$ cat src/rtl/ysyx_041514_icache_ctrl_pkg.sv
// Shared widths, FSM encoding and request bundle
// for the direct-mapped icache controller.
package ysyx_041514_icache_ctrl_pkg;

  localparam int IDX_LEN = 6;
  localparam int BLK_LEN = 6;
  localparam int TAG_LEN = 32 - IDX_LEN - BLK_LEN;
  localparam int SETS    = 1 << IDX_LEN;

  typedef enum logic [1:0] {
    S_IDLE,
    S_LOOKUP,
    S_MISS_REQ,
    S_REFILL
  } state_e;

  typedef struct packed {
    logic [TAG_LEN-1:0] tag;
    logic [IDX_LEN-1:0] idx;
    logic [BLK_LEN-1:0] blk;
  } areq_t;

  // Odd beats land in the upper half of a 128-bit bank.
  function automatic logic [127:0] beat_mask(input logic [2:0] cnt);
    return cnt[0] ? {{64{1'b1}}, 64'h0} : {64'h0, {64{1'b1}}};
  endfunction

endpackage

$ cat src/rtl/ysyx_041514_icache_tag.sv
// Tag registers and valid bits: one write port,
// combinational compare against the latched request.
module ysyx_041514_icache_tag
  import ysyx_041514_icache_ctrl_pkg::*;
(
  input  logic               clk,
  input  logic               rst,
  input  logic [IDX_LEN-1:0] rd_idx_i,
  input  logic [TAG_LEN-1:0] rd_tag_i,
  output logic               hit_o,
  input  logic               we_i,
  input  logic [IDX_LEN-1:0] wr_idx_i,
  input  logic [TAG_LEN-1:0] wr_tag_i,
  input  logic               clr_i
);

  logic [TAG_LEN-1:0] tag_q [SETS];
  logic [TAG_LEN-1:0] tag_d [SETS];
  logic [SETS-1:0]    valid_q;
  logic [SETS-1:0]    valid_d;

  always_comb begin
    tag_d   = tag_q;
    valid_d = valid_q;
    if (we_i) begin
      tag_d[wr_idx_i]   = wr_tag_i;
      valid_d[wr_idx_i] = 1'b1;
    end
    if (clr_i) valid_d = '0;
  end

  // Tags need no reset: valid bits gate every use.
  always_ff @(posedge clk) begin
    tag_q <= tag_d;
  end

  always_ff @(posedge clk or negedge rst) begin
    if (!rst) valid_q <= '0;
    else      valid_q <= valid_d;
  end

  assign hit_o = valid_q[rd_idx_i] &&
                 (tag_q[rd_idx_i] == rd_tag_i);

endmodule

$ cat src/rtl/ysyx_041514_icache_ctrl.sv
// Direct-mapped icache controller with 8-beat refill.
// Define YSYX_041514_ICACHE_FLUSH_EN to add fence.i flush.
module ysyx_041514_icache_ctrl
  import ysyx_041514_icache_ctrl_pkg::*;
(
  input  logic         clk,
  input  logic         rst,
  input  logic         ifu_req_valid_i,
  output logic         ifu_req_ready_o,
  input  logic [31:0]  ifu_addr_i,
  output logic         ifu_resp_valid_o,
  output logic [31:0]  ifu_rdata_o,
  output logic         mem_ar_valid_o,
  input  logic         mem_ar_ready_i,
  output logic [31:0]  mem_ar_addr_o,
  input  logic         mem_r_valid_i,
  input  logic [63:0]  mem_r_data_i,
  input  logic         mem_r_last_i,
  output logic         mem_r_ready_o,
  output logic [5:0]   icache_index_o,
  output logic [5:0]   icache_blk_addr_o,
  output logic [127:0] icache_line_wdata_o,
  output logic [127:0] icache_wmask_o,
  output logic [2:0]   burst_count_o,
  output logic         icache_wen_o,
  input  logic [63:0]  icache_rdata_i
`ifdef YSYX_041514_ICACHE_FLUSH_EN
  ,
  input  logic         flush_i
`endif
);

  state_e     state_q, state_d;
  areq_t      areq_q, areq_d;
  logic [2:0] cnt_q, cnt_d;
  logic       rdy_q;
  logic       hit;
  logic       tag_we;
  logic       flush_now;
  logic       flush_block;
  logic       unused_hi;

`ifdef YSYX_041514_ICACHE_FLUSH_EN
  logic flush_pend_q, flush_pend_d;

  assign flush_block  = flush_pend_q | flush_i;
  assign flush_now    = (state_q == S_IDLE) & flush_block;
  assign flush_pend_d = flush_now ? 1'b0 : flush_block;

  always_ff @(posedge clk or negedge rst) begin
    if (!rst) flush_pend_q <= 1'b0;
    else      flush_pend_q <= flush_pend_d;
  end
`else
  assign flush_block = 1'b0;
  assign flush_now   = 1'b0;
`endif

  assign unused_hi = ^icache_rdata_i[63:32];

  assign ifu_req_ready_o = rdy_q & (state_q == S_IDLE) & ~flush_block;

  assign mem_ar_addr_o       = {areq_q.tag, areq_q.idx, {BLK_LEN{1'b0}}};
  assign icache_index_o      = areq_q.idx;
  assign icache_blk_addr_o   = areq_q.blk;
  assign icache_line_wdata_o = {2{mem_r_data_i}};
  assign icache_wmask_o      = beat_mask(cnt_q);
  assign burst_count_o       = cnt_q;

  always_comb begin
    state_d          = state_q;
    areq_d           = areq_q;
    cnt_d            = cnt_q;
    tag_we           = 1'b0;
    ifu_resp_valid_o = 1'b0;
    ifu_rdata_o      = '0;
    mem_ar_valid_o   = 1'b0;
    mem_r_ready_o    = 1'b0;
    icache_wen_o     = 1'b0;
    unique case (state_q)
      S_IDLE: begin
        if (ifu_req_valid_i && ifu_req_ready_o) begin
          areq_d  = areq_t'(ifu_addr_i);
          state_d = S_LOOKUP;
        end
      end
      S_LOOKUP: begin
        if (hit) begin
          ifu_resp_valid_o = 1'b1;
          ifu_rdata_o      = icache_rdata_i[31:0];
          state_d          = S_IDLE;
        end else begin
          state_d = S_MISS_REQ;
        end
      end
      S_MISS_REQ: begin
        mem_ar_valid_o = 1'b1;
        if (mem_ar_ready_i) begin
          cnt_d   = '0;
          state_d = S_REFILL;
        end
      end
      S_REFILL: begin
        mem_r_ready_o = 1'b1;
        if (mem_r_valid_i) begin
          icache_wen_o = 1'b1;
          cnt_d        = cnt_q + 3'd1;
          // r_last ends the burst regardless of the beat count.
          if (mem_r_last_i) begin
            tag_we  = 1'b1;
            state_d = S_LOOKUP;
          end
        end
      end
      default: state_d = S_IDLE;
    endcase
  end

  always_ff @(posedge clk or negedge rst) begin
    if (!rst) begin
      state_q <= S_IDLE;
      areq_q  <= '0;
      cnt_q   <= '0;
      rdy_q   <= 1'b0;
    end else begin
      state_q <= state_d;
      areq_q  <= areq_d;
      cnt_q   <= cnt_d;
      rdy_q   <= 1'b1;
    end
  end

  ysyx_041514_icache_tag u_tag (
    .clk      (clk),
    .rst      (rst),
    .rd_idx_i (areq_q.idx),
    .rd_tag_i (areq_q.tag),
    .hit_o    (hit),
    .we_i     (tag_we),
    .wr_idx_i (areq_q.idx),
    .wr_tag_i (areq_q.tag),
    .clr_i    (flush_now)
  );

endmodule
$ cat config.mk
export PLATFORM = sky130hd
export DESIGN_NAME = ysyx_041514_icache_ctrl
export DESIGN_NICKNAME = d
export VERILOG_FILES = /design/src/rtl/ysyx_041514_icache_ctrl_pkg.sv /design/src/rtl/ysyx_041514_icache_tag.sv /design/src/rtl/ysyx_041514_icache_ctrl.sv
export SDC_FILE = /design/constraint.sdc
export NUM_CORES = 1
export LEC_CHECK = 0
export CORE_MARGIN = 2
export CORE_UTILIZATION = 46
export CTS_CLUSTER_DIAMETER = 40
export CTS_CLUSTER_SIZE = 28
export DETAILED_ROUTE_END_ITERATION = 7
export HOLD_SLACK_MARGIN = 0.05
export PLACE_DENSITY = 0.65
export SKIP_CTS_REPAIR_TIMING = 1
export SYNTH_ARGS = -nofsm -noshare
export SYNTH_HDL_FRONTEND = slang
export SYNTH_SLANG_ARGS = --single-unit
$ cat constraint.sdc
create_clock -name clk -period 11.9 [get_ports clk]
set_input_delay 2.38 -clock clk [delete_from_list [all_inputs] [get_ports clk]]
set_output_delay 2.38 -clock clk [all_outputs]
set_load 0.03 [all_outputs]
==> run_results.csv <==
group,metric,value,unit
global_routing,antenna_found_initial,7,
run_status,status,"finished clean",
finish,final_common_cell,"edfxtp_1",
clocking,htree_levels,4,
global_routing,grt_overflow,0,
place,gp_congestion,0.9499,
floorplanning,core.rowCount,128,
setup_path,cp-end-kind,"output pin",
floorplanning,start_util,46.49,%
finish,nets,3381,
clocking,numCtsBuffers,152,
clocking,clkSlewWorstSetupHoldPaths,0.05,ns
detailed_routing,drt_wl_total,173500,um
sta,slew_headroom,8.217,%
place,dp.cells,4680,
global_routing,first_global_vias,29620,
sta,fin_skew,0.04330,ns
power,leakagePower,21.58,nW
floorplanning,coreArea,122000,um2
sta,min_period,9.914,ns
sta,fin_setup_tns,0,ns
sta,finalCritPeriodShare,83.31,%
sta,max_freq,100.9,MHz
run,cap_viol_max_count,0,
detailed_routing,drt-wirelength-per-cell,34.95,um
finish,final_cell_count_no_fill,4964,
logic_synthesis,ys_ff_latch,1382,
clocking,cts_sinks,1382,
detailed_routing,drt_iter0_drc,4201,
place,dp_slack,2.771,ns
setup_path,cp.arrival,7.53,ns
place,hpwl,107900,um
place,port_buffers,275,
sta,finalHoldViolCount,0,
setup_path,start_kind,"flop",
sta,fin_ws,1.986,ns
logic_synthesis,syn-cell-area,56730,um2
clocking,clkLatencyLatePin,0.79,ns
logic_synthesis,synth_cells,3113,
floorplanning,dieArea,126200,um2
logic_synthesis,synth_edf_count,1280,
setup_path,cp.required,9.52,ns
global_routing,grt.total_usage,27.23,%
logic_synthesis,synthDistinctLibCells,81,
floorplanning,chipWidth,355.2,um
setup_path,crit_type,"reg -> out",
sta,drv_slew,0,
finish,drive_gt1_share,24.93,%
logic_synthesis,yosysSeqAreaShare,72.25,%
detailed_routing,dr_total_vias,30670,
finish,layout_common_cells,"edfxtp_1 (1280), clkdlybuf4s50_1 (274), mux2i_1 (244)",
clocking,cts_root_buf,"clkbuf_16",
clocking,cts_tree,"done",
clocking,clock_path_buffers,3,
detailed_routing,vias_per_cell,6.179,
logic_synthesis,yosysWarnings,0,
floorplanning,dieHeight,355.2,um
global_routing,grt_max_degree,114,
worst_hold_path,hp-class,"reg -> reg",
sta,grt_setup_unrepaired,"no",
sta,worst_slew_pin_slew,1.371,ns
sta,setup_viol,0,
logic_synthesis,synth-main-ff-cell,"edfxtp_1",
detailed_routing,ant_nets,0,
detailed_routing,firstDrtPassIters,5,
detailed_routing,drc,0,
finish,syn_to_final_growth,14.59,%
logic_synthesis,avgSynthCellArea,18.22,um2
logic_synthesis,ys_async_sr_fraction,7.381,%
power,p_per_area,267.2,nW/um2
global_routing,grt_pass1_wl,237000,um
floorplanning,io_pins,506,
power,irDropWorstVdd,0.0001886,V
setup_path,worstPathMaxFanout,33,
==> where the power goes <==
| group | internal, mW | switching, mW |
|---|---|---|
| Clock | 2.77 | 2.09 |
| Sequential | 6.12 | 0.293 |
| Combinational | 1.99 | 4.11 |
==> layer usage <==
metal  share of wire [%]  GRT usage, %  routed length, um
met5               0.013             0                 23
met4                 4.8         12.69               8374
met3                  11         7.487              19300
met2                  46         41.66              80200
met1                  38         36.39              65600
==> path summary, 6_finish.rpt <==
kind / to / cells past startpoint / from / slack [ns]
min: u_tag.valid_q[39]$_DFFE_PN0P_ / 1 / u_tag.valid_q[39]$_DFFE_PN0P_ / 0.46
min in group asynchronous: u_tag.valid_q[29]$_DFFE_PN0P_ / 1 / rst / 1.58
max reg2reg: state_q[1]$_DFFE_PN0P_ / 12 / icache_index_o[1]$_DFFE_PN0P_ / 6.09
max: ifu_rdata_o[1] / 11 / icache_index_o[1]$_DFFE_PN0P_ / 1.99
min reg2reg: u_tag.valid_q[39]$_DFFE_PN0P_ / 1 / u_tag.valid_q[39]$_DFFE_PN0P_ / 0.46
max in group asynchronous: icache_index_o[1]$_DFFE_PN0P_ / 2 / rst / 8.84
==> stage by stage <==
stage	total power [mW]	area [um2]	utilization, %	hold slack, ns
floorplan	10.26	56750	-	0.4337
global placement	12.43	59720	48.94	0.4459
detailed placement	12.53	59720	48.94	0.4471
CTS	17.37	65010	53.27	0.4609
global route	17.83	65010	53.27	0.4677
finish	17.37	65010	53.27	0.4613
==> cells in the mapped netlist (36+ instances only) <==
cell,number,share of area (%)
nor2_1,98,0.65
edfxtp_1,1280,68
dfrtp_1,102,4.5
buf_4,284,3.8
nand3_1,50,0.44
buf_2,36,0.32
inv_1,43,0.28
a22oi_1,73,0.97
or2_2,67,0.74
nand2_1,59,0.39
clkbuf_1,57,0.38
mux2i_1,244,4.3
mux2_2,57,1.1
o22ai_1,38,0.42
mux4_2,207,8.2
a21oi_1,36,0.32
==> worst max-delay path: stages, from the launching register on <==
cell and delay, ns:
dfrtp_4 0.82, nor2b_2 1.19, buf_4 0.41, a221oi_1 0.11
o21ai_1 0.29, nand4_1 0.49, or3_1 0.50, a21o_1 0.18
or4_1 0.48, or4_2 1.12, nor3_1 0.36, clkdlybuf4s50_1 0.74
==> cell type report <==
type                       instances  area (um2)
antenna                            1       2.502
clock buffer                     172        4004
clock inverter                   111        1281
fill                            9449       57020
inverter                          44       165.2
multi-input combinational       1263       13000
sequential                      1382       41030
tap                             1625        2033
timing repair buffer             366        3500
==> flip-flops by register name (all words and copies together) (netlist names) <==
register	flops
u_tag.tag_q	1280
mem_ar_addr_o	20
burst_count_o	3
icache_blk_addr_o	6
rdy_q	1
u_tag.valid_q	64
icache_index_o	6
state_q	2
==> cells by family after synthesis <==
logic type,Yosys count,synth area share [%]
other cells,2,0.01324
flops,1382,72.25
buf+inv,473,5.657
fa+ha+maj,6,0.1323
compound gates,298,3.791
mux,508,13.65
xor+xnor,10,0.1544
simple gates,434,4.351
Note: power is estimated with default switching activity, not from simulation.
